$ cat config.mk
export PLATFORM = sky130hd
export DESIGN_NAME = btb_nway_assoc_flat
export DESIGN_NICKNAME = d
export VERILOG_FILES = /design/src/rtl/btb_nway_assoc_if.sv /design/src/rtl/btb_nway_assoc.sv /design/src/flat_wrapper.sv
export SDC_FILE = /design/constraint.sdc
export NUM_CORES = 2
export LEC_CHECK = 0
export BUFFER_PORTS_ARGS = -buffer_cell sky130_fd_sc_hd__buf_2
export CAP_MARGIN = 20
export CORE_UTILIZATION = 36
export CTS_BUF_LIST = sky130_fd_sc_hd__clkbuf_16
export DETAILED_ROUTE_END_ITERATION = 6
export SLEW_MARGIN = 20
export SYNTH_ARGS = -nofsm -noshare
export SYNTH_HDL_FRONTEND = slang
export SYNTH_SLANG_ARGS = --single-unit
$ cat constraint.sdc
create_clock -name clk -period 24.8 [get_ports clk]
set_input_delay 2.48 -clock clk [delete_from_list [all_inputs] [get_ports clk]]
set_output_delay 2.48 -clock clk [all_outputs]
set_load 0.005 [all_outputs]
$ cat src/rtl/btb_nway_assoc_if.sv
// +----------------------------------------------------------------------+
// | btb_nway_assoc_if : fetch-lookup / branch-update / flush bundle      |
// | Rev 1.0                                                              |
// +----------------------------------------------------------------------+
`default_nettype none

interface btb_nway_assoc_if #(
    parameter int ADDR_W   = 32,
    parameter int TARGET_W = 32
);
    logic                lookup_valid;
    logic [ADDR_W-1:0]   lookup_pc;
    logic                lookup_hit;
    logic [TARGET_W-1:0] lookup_target;
    logic                update_valid;
    logic [ADDR_W-1:0]   update_pc;
    logic [TARGET_W-1:0] update_target;
    logic                flush;
    logic                busy;

    modport master (
        output lookup_valid, lookup_pc, update_valid, update_pc, update_target, flush,
        input  lookup_hit, lookup_target, busy
    );

    modport slave (
        input  lookup_valid, lookup_pc, update_valid, update_pc, update_target, flush,
        output lookup_hit, lookup_target, busy
    );
endinterface

`default_nettype wire

$ cat src/rtl/btb_nway_assoc.sv
// +----------------------------------------------------------------------+
// | btb_nway_assoc : N-way set-associative BTB, tree PLRU, flush walker  |
// | Rev 1.0                                                              |
// +----------------------------------------------------------------------+
`default_nettype none

module btb_nway_assoc #(
    parameter int WAYS     = 4,
    parameter int SETS     = 16,
    parameter int ADDR_W   = 32,
    parameter int TARGET_W = 32
) (
    input  logic              clk,
    input  logic              rst,
    btb_nway_assoc_if.slave   bus
);
    localparam int IW    = $clog2(SETS);
    localparam int LW    = $clog2(WAYS);
    localparam int TAG_W = ADDR_W - IW - 2;

    typedef enum logic [0:0] {S_IDLE = 1'b0, S_FLUSH = 1'b1} state_t;

    state_t              r_state;
    logic [IW-1:0]       r_cnt;
    logic                r_busy;
    logic                r_lookup_hit;
    logic [TARGET_W-1:0] r_lookup_target;

    logic [WAYS-1:0]     r_valid  [SETS];
    logic [WAYS-2:0]     r_plru   [SETS];
    logic [TAG_W-1:0]    r_tag    [SETS][WAYS];
    logic [TARGET_W-1:0] r_target [SETS][WAYS];

    // Point every node on the way's root-to-leaf path away from that way.
    function automatic logic [WAYS-2:0] plru_touch(input logic [WAYS-2:0] tree,
                                                   input logic [LW-1:0]   way);
        logic [WAYS-2:0] nxt;
        logic [LW-1:0]   node;
        nxt  = tree;
        node = '0;
        for (int l = LW - 1; l >= 0; l--) begin
            nxt[node] = ~way[l];
            node      = (node << 1) + LW'(1) + LW'(way[l]);
        end
        return nxt;
    endfunction

    function automatic logic [LW-1:0] plru_victim(input logic [WAYS-2:0] tree);
        logic [LW-1:0] vic;
        logic [LW-1:0] node;
        vic  = '0;
        node = '0;
        for (int l = LW - 1; l >= 0; l--) begin
            vic[l] = tree[node];
            node   = (node << 1) + LW'(1) + LW'(tree[node]);
        end
        return vic;
    endfunction

    logic [IW-1:0]    w_lk_idx;
    logic [TAG_W-1:0] w_lk_tag;
    logic [IW-1:0]    w_up_idx;
    logic [TAG_W-1:0] w_up_tag;
    logic             w_lk_fire;
    logic             w_up_fire;
    logic             w_lk_hit;
    logic [LW-1:0]    w_lk_way;
    logic             w_up_match;
    logic [LW-1:0]    w_up_match_way;
    logic             w_up_has_inv;
    logic [LW-1:0]    w_up_inv_way;
    logic [LW-1:0]    w_up_way;
    logic             w_unused_pc_lsbs;

    assign w_lk_idx  = bus.lookup_pc[IW+1:2];
    assign w_lk_tag  = bus.lookup_pc[ADDR_W-1:IW+2];
    assign w_up_idx  = bus.update_pc[IW+1:2];
    assign w_up_tag  = bus.update_pc[ADDR_W-1:IW+2];
    assign w_lk_fire = (r_state == S_IDLE) && bus.lookup_valid;
    assign w_up_fire = (r_state == S_IDLE) && bus.update_valid && !bus.flush;
    assign w_unused_pc_lsbs = ^{bus.lookup_pc[1:0], bus.update_pc[1:0]};

    // Descending scans leave the lowest matching index selected.
    always_comb begin
        w_lk_hit       = 1'b0;
        w_lk_way       = '0;
        w_up_match     = 1'b0;
        w_up_match_way = '0;
        w_up_has_inv   = 1'b0;
        w_up_inv_way   = '0;
        for (int w = WAYS - 1; w >= 0; w--) begin
            if (r_valid[w_lk_idx][w] && (r_tag[w_lk_idx][w] == w_lk_tag)) begin
                w_lk_hit = 1'b1;
                w_lk_way = LW'(w);
            end
            if (r_valid[w_up_idx][w] && (r_tag[w_up_idx][w] == w_up_tag)) begin
                w_up_match     = 1'b1;
                w_up_match_way = LW'(w);
            end
            if (!r_valid[w_up_idx][w]) begin
                w_up_has_inv = 1'b1;
                w_up_inv_way = LW'(w);
            end
        end
    end

    assign w_up_way = w_up_match   ? w_up_match_way :
                      w_up_has_inv ? w_up_inv_way   : plru_victim(r_plru[w_up_idx]);

    always_ff @(posedge clk or posedge rst) begin
        if (rst) begin
            r_state         <= S_IDLE;
            r_cnt           <= '0;
            r_busy          <= 1'b0;
            r_lookup_hit    <= 1'b0;
            r_lookup_target <= '0;
            for (int s = 0; s < SETS; s++) begin
                r_valid[s] <= '0;
                r_plru[s]  <= '0;
            end
        end else begin
            r_lookup_hit    <= w_lk_fire && w_lk_hit;
            r_lookup_target <= (w_lk_fire && w_lk_hit) ? r_target[w_lk_idx][w_lk_way] : '0;
            case (r_state)
                S_IDLE: begin
                    // An update into the same set overrides the lookup's touch.
                    if (w_lk_fire && w_lk_hit && !(w_up_fire && (w_up_idx == w_lk_idx)))
                        r_plru[w_lk_idx] <= plru_touch(r_plru[w_lk_idx], w_lk_way);
                    if (bus.flush) begin
                        r_state <= S_FLUSH;
                        r_busy  <= 1'b1;
                        r_cnt   <= '0;
                    end else if (bus.update_valid) begin
                        r_valid[w_up_idx][w_up_way] <= 1'b1;
                        r_plru[w_up_idx]            <= plru_touch(r_plru[w_up_idx], w_up_way);
                    end
                end
                S_FLUSH: begin
                    r_valid[r_cnt] <= '0;
                    r_plru[r_cnt]  <= '0;
                    r_cnt          <= r_cnt + 1'b1;
                    if (r_cnt == IW'(SETS - 1)) begin
                        r_state <= S_IDLE;
                        r_busy  <= 1'b0;
                    end
                end
                default: r_state <= S_IDLE;
            endcase
        end
    end

    always_ff @(posedge clk) begin
        if (w_up_fire) begin
            r_tag[w_up_idx][w_up_way]    <= w_up_tag;
            r_target[w_up_idx][w_up_way] <= bus.update_target;
        end
    end

    assign bus.lookup_hit    = r_lookup_hit;
    assign bus.lookup_target = r_lookup_target;
    assign bus.busy          = r_busy;

endmodule

`default_nettype wire

$ cat src/flat_wrapper.sv
// flat-port wrapper written by rule: the top's interface ports become plain ports
module btb_nway_assoc_flat 
#(
    parameter int WAYS     = 4,
    parameter int SETS     = 16,
    parameter int ADDR_W   = 32,
    parameter int TARGET_W = 32
)
  (clk, rst, bus_lookup_valid, bus_lookup_pc, bus_update_valid, bus_update_pc, bus_update_target, bus_flush, bus_lookup_hit, bus_lookup_target, bus_busy);
  btb_nway_assoc_if #(.ADDR_W(ADDR_W), .TARGET_W(TARGET_W)) bus_i ();
  input  logic clk;
  input  logic rst;
  input wire logic [$bits(bus_i.lookup_valid)-1:0] bus_lookup_valid;
  input wire logic [$bits(bus_i.lookup_pc)-1:0] bus_lookup_pc;
  input wire logic [$bits(bus_i.update_valid)-1:0] bus_update_valid;
  input wire logic [$bits(bus_i.update_pc)-1:0] bus_update_pc;
  input wire logic [$bits(bus_i.update_target)-1:0] bus_update_target;
  input wire logic [$bits(bus_i.flush)-1:0] bus_flush;
  output wire logic [$bits(bus_i.lookup_hit)-1:0] bus_lookup_hit;
  output wire logic [$bits(bus_i.lookup_target)-1:0] bus_lookup_target;
  output wire logic [$bits(bus_i.busy)-1:0] bus_busy;
  assign bus_i.lookup_valid = bus_lookup_valid;
  assign bus_i.lookup_pc = bus_lookup_pc;
  assign bus_i.update_valid = bus_update_valid;
  assign bus_i.update_pc = bus_update_pc;
  assign bus_i.update_target = bus_update_target;
  assign bus_i.flush = bus_flush;
  assign bus_lookup_hit = bus_i.lookup_hit;
  assign bus_lookup_target = bus_i.lookup_target;
  assign bus_busy = bus_i.busy;
  btb_nway_assoc #(.WAYS(WAYS), .SETS(SETS), .ADDR_W(ADDR_W), .TARGET_W(TARGET_W)) u_core (.clk(clk), .rst(rst), .bus(bus_i));
endmodule
== After elaboration in Yosys (flattened, before gate mapping) ==
Memories as Yosys holds them, arrays and structs flattened.
Cells that the tools add are included.
Operators by class
  reductions and logical operators: 25
  bitwise logic cells: 15
  add/sub/neg operators: 4
  multiplexer cells: 87
  $lt $le $gt $ge: 16
  eq/ne operators: 14
Operator list (number)
  equality test 26 bit: 8
  two-way mux 48 bit: 4
  two-way mux 128 bit: 1
  two-way mux 32 bit: 4
  two-way mux 64 bit: 2
  case mux 64 bit (2 select lines): 1
  two-way mux 104 bit: 1
  bitwise mux 48 bit: 2
  case mux 48 bit (2 select lines): 1
  AND 64 bit: 1
  binary-select mux 32 bit (select 2 bit): 1
  demux 32 bit (select 2 bit): 1
  NOT 64 bit: 1
  bitwise OR 64 bit: 1
  demux 26 bit (select 2 bit): 1
  AND 48 bit: 1
  NOT 48 bit: 1
  demux 3 bit (select 4 bit): 3
  binary-select mux 4 bit (select 4 bit): 2
  demux 4 bit (select 4 bit): 2
  two-way mux 2 bit: 14
  two-way mux 4 bit: 7
  two-way mux 26 bit: 1
  binary-select mux 3 bit (select 4 bit): 2
  other kinds (24): 98
Storage, ports and cells
  RAM bits: 3712
  memories: 2
  register bits after elaboration: 151
  input bits: 101
Memories
  u_core.r_target: words 16, width 128, rd ports 1, clocked after memory_dff 0, write ports 1, line btb_nway_assoc.sv:32  | logic [TARGET_W-1:0] r_target [SETS][WAYS];
  u_core.r_tag: words 16, width 104, rd ports 2, clocked after memory_dff 0, write ports 1, line btb_nway_assoc.sv:31  | logic [TAG_W-1:0] r_tag [SETS][WAYS];

== Longest topological paths before layout ==
  depth in word-level cells: 22
  mapped depth: 21
  depth with buffers taken out: 12

== Least setup slack after synthesis ==
OpenSTA, ideal clock, no wires.
  path type: input-to-reg
  start: input bus_update_pc[2]
  end: memory u_core.r_tag[10][26] (netlist name) (enable)
  arrival time: 10.906 ns
  path buffers: 5
  setup time: 0.621 ns
  stages: 14
  path slack: 13.273 ns
  path through: buf_4 buf_4 buf_2 buf_2 buf_2 mux4_2 mux4_2 nand2_1 o21ai_0 o21ai_0 nand2_1 nand2_1 a31oi_1 nor4_1
On the way
  word-level cells in the longest chain between the ends: 16
  elaborated cells between the ends (all ways): 44
  classes of those cells: add/sub: 1; order compare: 2; eq/ne: 4; mux: 29; bitwise: 2; reduce/logical: 5; memory: 1
Ends and longest elaborated chain
  start, declared: line flat_wrapper.sv:16  | input wire logic [$bits(bus_i.update_pc)-1:0] bus_update_pc;
  parallel branches: the longest is 16 deep, another holds memory read (16 x 104 bit)
  end, declared: line btb_nway_assoc.sv:31
Parallel ways; which one is timed is not known. The select of a mux whose other input is x is not followed.

== Worst setup path in the final report ==
  start: input bus_update_pc[3]
  end: memory u_core.r_tag[12][26] (netlist name) (enable)
Same word-level chain as after synthesis.

==> impl_metrics.toml <==
[clocking]
post_cts_buffers = 0
cts_tree = "done"
clk_latency_ns = 1.03
ctsLongestPathBuffers = 4
cts_hold_buf = 0
numCtsBuffers = 396
numClockSinks = 3863
clockRootBuffer = "clkbuf_16"
ctsResizeCount = 0
cts.clk_slew.worst_paths_ns = 0.06
cts_max_level = 5

[layout]
design_area_sq_um = 190000
nets = 8789
drive_above_1_share_pct = 29.0
syn2layout_area_growth_pct = 13.2

[sta]
max_clock_freq_ghz = 0.0914
hold_viol_final = 0
period_share_pct = 44.1
period_needed_ns = 10.94
tightest_slew_ns = 1.28
drv_slew = 0
setup_viol = 0
fin_skew_ns = 0.0852
rsz0062_at_grt = "false"
relSlewSlack_pct = 14.6
fin_tns_setup_ns = 0

[logic_synthesis]
ys_seq_elements = 3863
yosysTopAreaCellShare_pct = 66.3
synth_largest_area_cell = "edfxtp_1"
synth_edf_count = 3712
syn_area_sq_um = 168000
ys_seq_area_share_pct = 68.5
synth_nets = 8514
yosysUniqueCellTypes = 94
yosysWarnings = 0
yosys-top-cells-area = "edfxtp_1, mux4_2, mux2i_1, dfrtp_1, xnor2_1"
syn_inst = 8409
synth_flop_cell = "edfxtp_1"
synth_commonest_cells = "edfxtp_1, mux4_2, mux2i_1"
async_flop_share_pct = 3.91
yosysMostFrequentCell = "edfxtp_1"
avgSynthCellArea_sq_um = 20.0

[pwr]
netSwitchingFraction_pct = 23.7
switching_power_w = 0.00344
power.density_nw_per_um2 = 76.1
power_frac_comb_pct = 8.2
p_seq_share_pct = 49.8
p_int_w = 0.0111
clockPowerShare_pct = 42.0
ir_drop_v = 0.0000625
leakagePower_nw = 61.3

[floorplan]
design.core.area_sq_um = 464000
dieArea_sq_um = 470000
ios = 135
initial_core_util_pct = 36.2
rows = 250
fp.dieH_um = 685
die_x_um = 685

[global_route]
grtUsageTotal_pct = 24.4
grt_pass1_wl_um = 795000
antenna_found_initial = 65
grt_max_degree = 127
grt_overflow = 0
grt_pass1_vias = 94800

[placement]
portBuffers = 130
dp_hpwl_um = 349000
dpl_cell_area_sq_um = 177000
gp_congestion = 0.962

[worst_hold_path]
hp-start = "u_core.r_valid[53]"
hold_path_class = "flop to flop"
hold_path_end = "u_core.r_valid[53]"
holdPathStages = 1

[route]
route.final.wire_length_um = 587000
drt_iter0_markers = 16000
wl_per_cell_um = 38.6
vias = 96200
antenna_left = 0
avgViaCountPerCell = 6.31
drtPass1Iterations = 6
route.detailed.drc = 0

[run]
maxCapViolCount = 0

[critical_path]
r2r-start = "u_core.r_tag[10][73]"
reg2regPathDepth = 13
worstSetupStartpointType = "input port"
end_kind = "flop"
crit_type = "input port to flop"
regToRegSetupSlack_ns = 17.78
worstPathArrival_ns = 11.55
path_max_fanout = 58
required_ns = 25.41
r2r-end = "u_core.r_target[6][87]"

[outcome]
status = "completed"
==> power by group through the flow <==
stage               Sequential (W)  Clock [W]  Combinational [W]
floorplan                  0.00734          0           0.000691
global placement           0.00736          0            0.00115
detailed placement         0.00736          0            0.00116
CTS                        0.00722    0.00614            0.00116
global route               0.00722    0.00637            0.00123
finish                     0.00722    0.00608            0.00119
==> routing by layer <==
layer  routed length (um)  global-route usage, %  share of wire, %  vias to the layer above
met1               220000                   32.9                38                    51900
met5                  131                      0             0.022                        -
met2               266000                   37.4                45                     6589
met3                66000                   5.48                11                     1325
li1                     -                      -                 -                    36300
met4                34300                   12.2               5.8                       22
==> critical path, cell delays in order <==
cell	delay (ns)
buf_8	0.47
buf_4	0.71
buf_4	0.85
buf_4	0.73
mux2i_1	0.28
o2bb2ai_1	0.19
o31ai_1	0.40
a31oi_1	0.20
or4_1	0.55
a2111oi_0	0.69
and4_1	0.80
a31oi_1	0.15
nor2_1	0.15
nand2_1	0.06
buf_4	0.29
nor2_4	0.89
buf_4	0.70
buf_4	0.57
==> layout by cell type, fill, tap and decap left out, drive strengths merged, types with 86 or more instances in the layout <==
master	count
clkbuf	400
mux2i	564
mux4	1391
a211oi	91
a21oi	86
clkinv	194
xnor2	190
dfrtp	151
nand2	266
nor2	157
inv	149
o21ai	122
edfxtp	3712
a22oi	96
buf	458
==> cell type report <==
class                           instances  area (sq um)
Timing Repair Buffer                  458          3480
Fill cell                           40600        274000
Antenna cell                           33          82.6
Inverter                               71           294
Tap cell                             6174          7720
Clock buffer                          400         10000
Sequential cell                      3863        115000
Multi-Input combinational cell       3894         50500
Clock inverter                        337          3120
==> sequential cells by signal, indices dropped and copies added, names as in the netlist <==
| signal | cells |
|---|---|
| u_core.bus.lookup_target | 32 |
| u_core.r_target | 2048 |
| u_core.bus.busy | 1 |
| u_core.r_tag | 1664 |
| u_core.r_plru | 48 |
| u_core.r_cnt | 4 |
| u_core.r_state | 1 |
| u_core.r_valid | 64 |
| u_core.bus.lookup_hit | 1 |
==> worst max path at each step <==
stage,end,startpoint,depth (start not counted),slack (ns)
floorplan,u_core.r_tag[10][26],bus_update_pc[2],14,13.27
global placement,u_core.r_tag[12][32],bus_update_pc[3],18,13.13
detailed placement,u_core.r_tag[12][32],bus_update_pc[3],18,13.20
CTS,u_core.r_tag[12][50],bus_update_pc[3],18,14.23
global route,u_core.r_target[12][63],bus_update_pc[3],18,13.81
finish,u_core.r_tag[12][26],bus_update_pc[3],18,13.86
==> per-stage QoR <==
stage / hold slack (ns) / setup slack [ns] / util (%) / cells / total power [W]
after floorplan: 0.451 / 13.27 / - / 8409 / 0.00803
after global placement: 0.472 / 13.13 / 38.1 / 14500 / 0.00850
after detailed placement: 0.488 / 13.20 / 38.2 / 14500 / 0.00852
after CTS: 0.500 / 14.23 / 41.0 / 15200 / 0.0145
after global routing: 0.517 / 13.81 / 41.0 / 15200 / 0.0148
final: 0.504 / 13.86 / 41.0 / 15200 / 0.0145
==> kinds of logic after synthesis <==
| kind of cell | share of synthesized area [%] |
|---|---|
| flip-flops | 68.5 |
| multiplexers | 22.5 |
| AO/OA/AOI/OAI | 3.57 |
| AND/OR/NAND/NOR | 2.28 |
| buffers and inverters | 1.81 |
| XOR/XNOR | 1.29 |
| adder cells (fa/ha/maj) | 0.0298 |
(Power assumes the default switching activity.)
